$ cat src/rtl/display_update_sched.sv
// ----------------------------------------------------------------------------
// display_update_sched
//
// Purpose:
//   Schedules refresh frames for the serial 7-segment output path. A request
//   (seconds tick, time-set increment or autonomous refresh tick) produces a
//   snapshot pulse that latches the current time into the display pipeline.
//   After the pipeline has settled, a start pulse launches the serializer.
//   The scheduler then follows the serializer's busy handshake. Requests that
//   arrive while a frame is in flight merge into one follow-up frame. The
//   block also generates the blinking colon.
//
// Ports:
//   i_clk          system clock
//   i_reset        synchronous reset, active high
//   i_en           enable; low blocks new frames and clears queued requests
//   i_1hz_stb      seconds tick strobe (also toggles the colon)
//   i_set_stb      time-set increment strobe
//   i_set_active   set button held; forces the colon on
//   i_busy         serializer busy
//   o_snapshot_stb one-cycle pulse: latch time into the display pipeline
//   o_start_stb    one-cycle pulse: start a serializer frame
//   o_colon_blink  colon decimal-point drive
//   o_active       high while a frame is in progress
//   o_timeout      sticky handshake error, cleared only by reset
// ----------------------------------------------------------------------------
module display_update_sched #(
    parameter int SETTLE_CYCLES  = 4,
    parameter int BUSY_TIMEOUT   = 1024,
    parameter int REFRESH_CYCLES = 500000
) (
    input  logic i_clk,
    input  logic i_reset,
    input  logic i_en,
    input  logic i_1hz_stb,
    input  logic i_set_stb,
    input  logic i_set_active,
    input  logic i_busy,
    output logic o_snapshot_stb,
    output logic o_start_stb,
    output logic o_colon_blink,
    output logic o_active,
    output logic o_timeout
);

    typedef enum logic [2:0] {
        ST_IDLE,
        ST_SETTLE,
        ST_START,
        ST_WAIT_ACK,
        ST_SHIFT
    } state_t;

    localparam logic [7:0]  SETTLE_LAST  = 8'(SETTLE_CYCLES - 1);
    localparam logic [15:0] TIMEOUT_LAST = 16'(BUSY_TIMEOUT - 1);
    localparam int REFRESH_W = (REFRESH_CYCLES > 0) ? $clog2(REFRESH_CYCLES + 1) : 1;

    state_t      r_state;
    state_t      w_state_next;
    logic [7:0]  r_settle_cnt;
    logic [7:0]  w_settle_cnt_next;
    logic [15:0] r_timeout_cnt;
    logic [15:0] w_timeout_cnt_next;
    logic        r_snapshot;
    logic        w_snapshot_next;
    logic        r_pending;
    logic        w_pending_next;
    logic        r_timeout;
    logic        w_set_timeout;
    logic        r_colon;
    logic        w_refresh_tick;
    logic        w_req;
    logic        w_go;

    // Autonomous refresh: counts enabled cycles and pulses on the last count.
    generate
        if (REFRESH_CYCLES > 0) begin : g_refresh
            localparam logic [REFRESH_W-1:0] REFRESH_LAST = REFRESH_W'(REFRESH_CYCLES - 1);
            logic [REFRESH_W-1:0] r_refresh_cnt;

            always_ff @(posedge i_clk) begin
                if (i_reset || !i_en) begin
                    r_refresh_cnt <= '0;
                end else if (r_refresh_cnt == REFRESH_LAST) begin
                    r_refresh_cnt <= '0;
                end else begin
                    r_refresh_cnt <= r_refresh_cnt + REFRESH_W'(1);
                end
            end

            assign w_refresh_tick = i_en && (r_refresh_cnt == REFRESH_LAST);
        end else begin : g_no_refresh
            assign w_refresh_tick = 1'b0;
        end
    endgenerate

    assign w_req = i_en & (i_1hz_stb | i_set_stb | w_refresh_tick);
    // A queued request only launches while still enabled.
    assign w_go  = w_req | (r_pending & i_en);

    always_comb begin
        w_state_next       = r_state;
        w_settle_cnt_next  = r_settle_cnt;
        w_timeout_cnt_next = r_timeout_cnt;
        w_snapshot_next    = 1'b0;
        w_set_timeout      = 1'b0;
        case (r_state)
            ST_IDLE: begin
                if (w_go) begin
                    w_state_next      = ST_SETTLE;
                    w_settle_cnt_next = 8'd0;
                    w_snapshot_next   = 1'b1;
                end
            end
            ST_SETTLE: begin
                if (r_settle_cnt == SETTLE_LAST) begin
                    w_state_next = ST_START;
                end else begin
                    w_settle_cnt_next = r_settle_cnt + 8'd1;
                end
            end
            ST_START: begin
                w_state_next       = ST_WAIT_ACK;
                w_timeout_cnt_next = 16'd0;
            end
            ST_WAIT_ACK: begin
                if (i_busy) begin
                    w_state_next       = ST_SHIFT;
                    w_timeout_cnt_next = 16'd0;
                end else if (r_timeout_cnt == TIMEOUT_LAST) begin
                    w_state_next  = ST_IDLE;
                    w_set_timeout = 1'b1;
                end else begin
                    w_timeout_cnt_next = r_timeout_cnt + 16'd1;
                end
            end
            ST_SHIFT: begin
                if (!i_busy) begin
                    w_state_next = ST_IDLE;
                end else if (r_timeout_cnt == TIMEOUT_LAST) begin
                    w_state_next  = ST_IDLE;
                    w_set_timeout = 1'b1;
                end else begin
                    w_timeout_cnt_next = r_timeout_cnt + 16'd1;
                end
            end
            default: w_state_next = ST_IDLE;
        endcase
    end

    // Requests seen outside IDLE (including the cycle that returns to IDLE)
    // collapse into a single queued frame.
    always_comb begin
        w_pending_next = r_pending;
        if (!i_en) begin
            w_pending_next = 1'b0;
        end else if (r_state != ST_IDLE) begin
            w_pending_next = r_pending | w_req;
        end else if (w_go) begin
            w_pending_next = 1'b0;
        end
    end

    always_ff @(posedge i_clk) begin
        if (i_reset) begin
            r_state       <= ST_IDLE;
            r_settle_cnt  <= 8'd0;
            r_timeout_cnt <= 16'd0;
            r_snapshot    <= 1'b0;
            r_pending     <= 1'b0;
            r_timeout     <= 1'b0;
            r_colon       <= 1'b0;
        end else begin
            r_state       <= w_state_next;
            r_settle_cnt  <= w_settle_cnt_next;
            r_timeout_cnt <= w_timeout_cnt_next;
            r_snapshot    <= w_snapshot_next;
            r_pending     <= w_pending_next;
            if (w_set_timeout) begin
                r_timeout <= 1'b1;
            end
            // Holding the flop at 1 while setting makes the first tick after
            // release turn the colon off.
            if (i_en) begin
                if (i_set_active) begin
                    r_colon <= 1'b1;
                end else if (i_1hz_stb) begin
                    r_colon <= ~r_colon;
                end
            end
        end
    end

    assign o_snapshot_stb = r_snapshot;
    assign o_start_stb    = (r_state == ST_START);
    assign o_active       = (r_state != ST_IDLE);
    assign o_timeout      = r_timeout;
    assign o_colon_blink  = r_colon | (i_en & i_set_active);

endmodule

$ cat config.mk
export PLATFORM = sky130hd
export DESIGN_NAME = display_update_sched
export DESIGN_NICKNAME = d
export VERILOG_FILES = /design/src/rtl/display_update_sched.sv
export SDC_FILE = /design/constraint.sdc
export NUM_CORES = 1
export LEC_CHECK = 0
export ABC_AREA = 1
export CAP_MARGIN = 20
export CORE_ASPECT_RATIO = 0.8
export CORE_MARGIN = 2
export CORE_UTILIZATION = 45
export DETAILED_ROUTE_END_ITERATION = 10
export GPL_ROUTABILITY_DRIVEN = 0
export PLACE_DENSITY = 0.6
export SYNTH_ARGS = -nofsm -noshare
export SYNTH_HDL_FRONTEND = slang
export SYNTH_SLANG_ARGS = --single-unit
$ cat constraint.sdc
create_clock -name i_clk -period 3.3 [get_ports i_clk]
set_input_delay 0.33 -clock i_clk [delete_from_list [all_inputs] [get_ports i_clk]]
set_output_delay 0.33 -clock i_clk [all_outputs]
set_load 0.03 [all_outputs]
==> flow_summary.toml, run 1 <==
[status]
status = "complete, no violations"

[global_routing]
grt_max_degree = 16
antenna_found_initial = 0
overflow = 0
grt.total_usage = 0.1816
grt_pass1_vias = 2150
grt_pass1_wl_mm = 9.273

[setup_path]
crit_chain = "nor2_2 > inv_1 > nor2_1 > inv_1 > clkdlybuf4s50_1"
arrival_ps = 1810
path_buf_inv = 3
crit_family = "buffers and inverters"
worstSetupPathDepth = 5
cp_slowest_cell = "clkdlybuf4s50_1"
cp-start-kind = "flop"
critical_path_class = "reg -> out"
crit_path_end_kind = "primary output"
critPathMaxStageDelay_ps = 600
crit_fanout = 4
critPathRequiredTime_ps = 2970
crit_top_cell = "inv_1"
r2r_cells = 10

[clocking]
post_cts_buffers = 0
cts-buffers-inserted = 5
cts_tree = "yes"
clk_latency_ps = 310
cts-resized-gates = 0
cts_sinks = 50
clock_path_buffers = 2
root_buffer = "clkbuf_8"
path_clk_slew_ps = 80
h-tree-depth = 2
cts_hold_buf = 0

[finish]
regArea_um2 = 1001
design_area_um2 = 2897
fin_util = 0.5242
final_nets = 393
num-fill-cells = 569
multiInputGateArea_um2 = 1390
area_growth_pct = 10.98
layout-drive-gt1-share = 0.09635
diodes = 0

[placement]
placed_cell_area_um2 = 2805
place_hpwl_mm = 3.870
port_buffers = 11
dp_slack_ps = 1174

[floorplanning]
coreArea_um2 = 5525
die-area_um2 = 6429
io_pins = 12
die_height_um = 72.12
start_util = 0.4724
num_rows = 24
die_w_um = 89.15

[power]
power_density_nw_per_um2 = 385.4
combPwrFrac = 0.112
leakagePower_uw = 0.001108
pwr-share-clk = 0.327
switching_power_uw = 288.9
intPower_uw = 827.3
ir_drop_mv = 0.1951
seqPwrFrac = 0.561
switching_share = 0.2588

[routing]
via_count = 2272
via_per_inst = 4.918
wl_mm = 5.172
ant_nets = 0
drtIter0Drc = 116
firstDrtPassIters = 4
wl_per_cell_um = 11.19
route.detailed.drc = 0

[logic_synthesis]
synth_cells = 367
synthXorXnorAreaFrac = 0.02013
synthFlopType = "dfxtp_1"
syn_area_per_cell_um2 = 7.112
muxShareOfSynthArea = 0
ys_seq_elements = 50
post_synth_and_or_nand_nor_area_fraction = 0.3854
synth_seq_area_share = 0.3835
synth_edf_count = 0
synth_top_family_by_area = "simple AND/OR/NAND/NOR gates"
synth_compound_area_frac = 0.1127
async_flop_share = 0
synth_fa_ha_area_frac = 0.01438
yosysWarningCount = 0
mappedNetlistNets = 377
synth_cell_type_count = 40
syn_area_um2 = 2610

[timing]
max_freq_ghz = 0.4665
post-route-period-util = 0.6496
maxSlewHeadroom = 0.6620
finalSetupViolations = 0
setup_ws_ps = 1156
rsz0062_at_grt = "no"
slew_violations = 0
skew_ps = 5.672
final-hold-violation-count = 0
finalCriticalPeriod_ps = 2144
tightest_slew_ps = 504.2
fin_setup_tns_ps = 0

[flow_run]
maxCapViolCount = 0

[worst_hold_path]
hp-class = "reg -> reg"
hold_depth = 2
final timing paths:
kind	start	end	slack, ps
worst max-delay path	r_state[0]	o_active	1160
worst min-delay path	r_timeout_cnt[9]	r_timeout_cnt[9]	490
worst max register to register	g_refresh.r_refresh_cnt[0]	g_refresh.r_refresh_cnt[16]	1590
worst min register to register	r_timeout_cnt[9]	r_timeout_cnt[9]	490
power groups by stage:
| stage | sequential (uW) | clock (uW) | combinational, uW |
|---|---|---|---|
| floorplan | 640 | 0 | 86.9 |
| global placement | 641 | 0 | 126 |
| detailed placement | 641 | 0 | 126 |
| CTS | 627 | 384 | 126 |
| global route | 629 | 407 | 142 |
| finish | 627 | 365 | 125 |
metrics by stage:
stage / total power [uW] / std cells / hold slack, ps
2_1_floorplan: 727.0 / 367 / 407.4
3_3_place_gp: 766.5 / 454 / 466.3
3_5_place_dp: 766.8 / 454 / 472.5
4_1_cts: 1137 / 462 / 489.3
5_1_grt: 1178 / 462 / 513.6
6_report: 1116 / 462 / 489.6
synth_stat cells, types with 2 or more instances:
cell      number  share of area
xnor2_1        2         0.0067
nor3_1        17          0.033
dfxtp_1       50           0.38
ha_1           3          0.014
inv_2          3         0.0043
a31oi_1        4         0.0096
nand3_2        2         0.0077
nand3_1       29          0.056
o21bai_1       3         0.0086
nor2_1        46          0.066
o21a_1         2         0.0058
nand4_1       13          0.031
nor3b_1        3         0.0086
nand2_4        2         0.0086
nor2_4         3          0.013
o211ai_1       2         0.0058
nand2_1       65          0.093
xor2_1         4          0.013
o21ai_0       10          0.019
nor2_2         4         0.0096
o21ai_1        4         0.0077
inv_1         50          0.072
a21oi_1       22          0.042
or2_2          5          0.012
and3_1         2         0.0048
nand2_2        3         0.0072
placed cells by master (no fill, tap or decap), types with 2 or more instances in the layout:
master           instances
nor2_4                   3
clkbuf_8                 6
clkdlybuf4s50_1         11
nor2_1                  46
ha_1                     3
a31oi_1                  4
nor2_2                   4
nor3_1                  17
o21a_1                   2
o21ai_1                  4
nand4_1                 13
a21oi_1                 22
nand2_1                 65
xnor2_1                  2
o21ai_0                 10
nor3b_1                  3
or2_2                    5
nand2_4                  2
o211ai_1                 2
nand3_1                 29
and3_1                   2
xor2_1                   4
inv_1                   50
nand3_2                  2
o21bai_1                 3
inv_2                    3
nand2_2                  3
dfxtp_1                 50
worst reg2reg max path: stages (launching register included):
cell      delay, ps
dfxtp_1         400
ha_1            260
nand3_2         130
nor2_2          130
nand2_1         110
nor2_4          160
nand3b_4        120
nor2_4          110
nand3_1          70
nand3_1          90
inv_1            40
state kept, by name (all words and copies together), names as in the netlist:
name	cells
r_timeout_cnt	16
r_pending	1
r_state	3
o_timeout	1
o_snapshot_stb	1
r_colon	1
g_refresh.r_refresh_cnt	19
r_settle_cnt	8
metal layers:
layer  track usage  part of all wire  vias to the layer above
met2        0.2955              0.44                       19
met4       0.07463             0.018                        0
met5             0                 0                        -
li1              -                 -                     1238
met3       0.03527             0.023                        8
met1        0.2362              0.51                     1007
kinds of logic after synthesis:
logic type,count (synthesis)
buf+inv,56
compound gates,50
flops,50
fa+ha+maj,3
xor+xnor,6
simple gates,202
area by class of cell:
class,instances,area share
tap,78,0.03369
clock inverter,1,0.001728
inverter,53,0.06868
clock buffer,7,0.02981
multi-input combinational,261,0.4799
sequential,50,0.3456
timing repair buffer,12,0.04060
Power figures use the tool's default switching activity.
==> inputs of run 2 (changes only) <==
--- a/config.mk
+++ b/config.mk
@@ -12,7 +12,7 @@
 export CORE_UTILIZATION = 45
 export DETAILED_ROUTE_END_ITERATION = 10
 export GPL_ROUTABILITY_DRIVEN = 0
-export PLACE_DENSITY = 0.6
+export PLACE_DENSITY = 0.63
 export SYNTH_ARGS = -nofsm -noshare
 export SYNTH_HDL_FRONTEND = slang
 export SYNTH_SLANG_ARGS = --single-unit
==> constraint.sdc (replaced) <==
create_clock -name i_clk -period 1.95 [get_ports i_clk]
set_input_delay 0.195 -clock i_clk [delete_from_list [all_inputs] [get_ports i_clk]]
set_output_delay 0.195 -clock i_clk [all_outputs]
set_load 0.03 [all_outputs]
==> run 2 against run 1 <==
  * Power rose by 66%
  * Worst setup slack worse by 870 ps
  * Cell area up 1.2%
  * Combinational power up 84%
  * Critical path depth rose by 5
  * Flip-flop and latch count stayed put
  * Clock skew rose by 0.76 ps
  * Sequential share of layout area decreased by 0.41 points
  * Critical path type is now reg -> reg
  * Largest cell class unchanged
==> flow_summary.toml, run 2 (synthesis results as in run 1) <==
[finish]
area_growth_pct = 12.32
final_cell_mix = "nand2_1 (65), inv_1 (50), dfxtp_1 (50), nor2_1 (46), nand3_1 (29)"
largestRegisters = "g_refresh.r_refresh_cnt (19), r_timeout_cnt (16), r_settle_cnt (8)"
fin_util = 0.5306
layout-drive-gt1-share = 0.1054
final_common_cell = "nand2_1"
largest_reg_flops = 19
final_nets = 399
top_register = "g_refresh.r_refresh_cnt"
diodes = 0

[setup_path]
cp-start-kind = "flop"
arrival_ps = 1850
cp_slowest_cell = "dfxtp_1"
crit_path_end_kind = "flop"
critPathMaxStageDelay_ps = 400
critical_path_class = "reg -> reg"
critPathRequiredTime_ps = 2140
crit_fanout = 4
r2r_slack_ps = 290
crit_family = "simple AND/OR/NAND/NOR gates"
crit_chain = "ha_1 > nand3_2 > nor2_2 > nand2_1 > nor2_4 > nand3b_4 > nor2_4 > nand3_1 > nand3_1 > inv_1"
path_buf_inv = 1

[timing]
slew_violations = 0
finalSetupViolations = 0
tightest_slew_ps = 402.6
maxSlewHeadroom = 0.7294
post-route-period-util = 0.8521
rsz0062_at_grt = "no"
final-hold-violation-count = 0
finalCriticalPeriod_ps = 1662
skew_ps = 6.435
fin_setup_tns_ps = 0
max_freq_ghz = 0.6018

[routing]
wl_mm = 5.324
via_per_inst = 5.017
wl_per_cell_um = 11.40
ant_nets = 0
drtIter0Drc = 116
firstDrtPassIters = 4
route.detailed.drc = 0
via_count = 2343

[clocking]
cts_tree = "yes"
cts-buffers-inserted = 5
cts_hold_buf = 0
clk_latency_ps = 290
cts_sinks = 50
path_clk_slew_ps = 80
h-tree-depth = 2
root_buffer = "clkbuf_8"
clock_path_buffers = 2
post_cts_buffers = 0

[floorplanning]
die-area_um2 = 6429
coreArea_um2 = 5525
start_util = 0.4724
die_w_um = 89.15
die_height_um = 72.12
io_pins = 12
num_rows = 24

[global_routing]
grt_max_degree = 14
antenna_found_initial = 0
overflow = 0
grt_pass1_vias = 2141
grt_pass1_wl_mm = 9.273
grt.total_usage = 0.1787

[placement]
port_buffers = 11
place_hpwl_mm = 4.045

[power]
leakagePower_uw = 0.001158
ir_drop_mv = 0.2863
power_density_nw_per_um2 = 630.7

[status]
status = "complete, no violations"

[worst_hold_path]
hp-class = "in -> reg"

[flow_run]
maxCapViolCount = 0
-- run 2: worst min-delay path: stages --
cell and delay, ps:
clkdlybuf4s50_1 400, nand2_1 70, a21oi_1 60
-- run 2: metrics by stage --
| step | area, um2 | total power, uW | std cells | hold slack [ps] | worst slack, ps |
|---|---|---|---|---|---|
| 2_1_floorplan | 2610 | 1230 | 367 | 272.4 | 306.8 |
| 3_3_place_gp | 2850 | 1315 | 460 | 447.6 | 308.8 |
| 3_5_place_dp | 2850 | 1315 | 460 | 476.3 | 283.1 |
| 4_1_cts | 2927 | 1877 | 467 | 483.0 | 30.64 |
| 5_1_grt | 2932 | 1947 | 467 | 497.8 | 77.52 |
| 6_report | 2932 | 1849 | 467 | 486.2 | 288.4 |
-- run 2: area by class of cell --
cell class	instances	area, um2
Tap cell	78	97.59
Multi-Input combinational cell	261	1390
Inverter	53	198.9
Clock buffer	7	76.32
Timing Repair Buffer	18	167.7
Fill cell	564	2594
Sequential cell	50	1001
-- run 2: repair_timing --
item	4_1_cts	5_1_grt
endpoints found under the hold margin	0	0
setup endpoints to repair	0	2
resized for setup	0	2
-- run 2: path summary, 6_finish.rpt --
path	startpoint	end	cells after the start
min	i_set_active	r_colon	3
min reg2reg	r_timeout_cnt[9]	r_timeout_cnt[9]	2
max reg2reg	g_refresh.r_refresh_cnt[0]	g_refresh.r_refresh_cnt[16]	10
max	g_refresh.r_refresh_cnt[0]	g_refresh.r_refresh_cnt[16]	10
-- run 2: report_power, final --
part | switching [uW] | total (uW) | internal (uW)
clock network | 311 | 559 | 248
registers | 19.4 | 1060 | 1040
logic | 144 | 230 | 85.7
-- run 2: per-layer routing --
metal,vias up,wire length (um),track usage
li1,1257,-,-
met1,1035,2842,0.2679
met2,44,2215,0.2675
met3,7,219,0.03413
met4,0,46,0.03814
met5,-,0,0
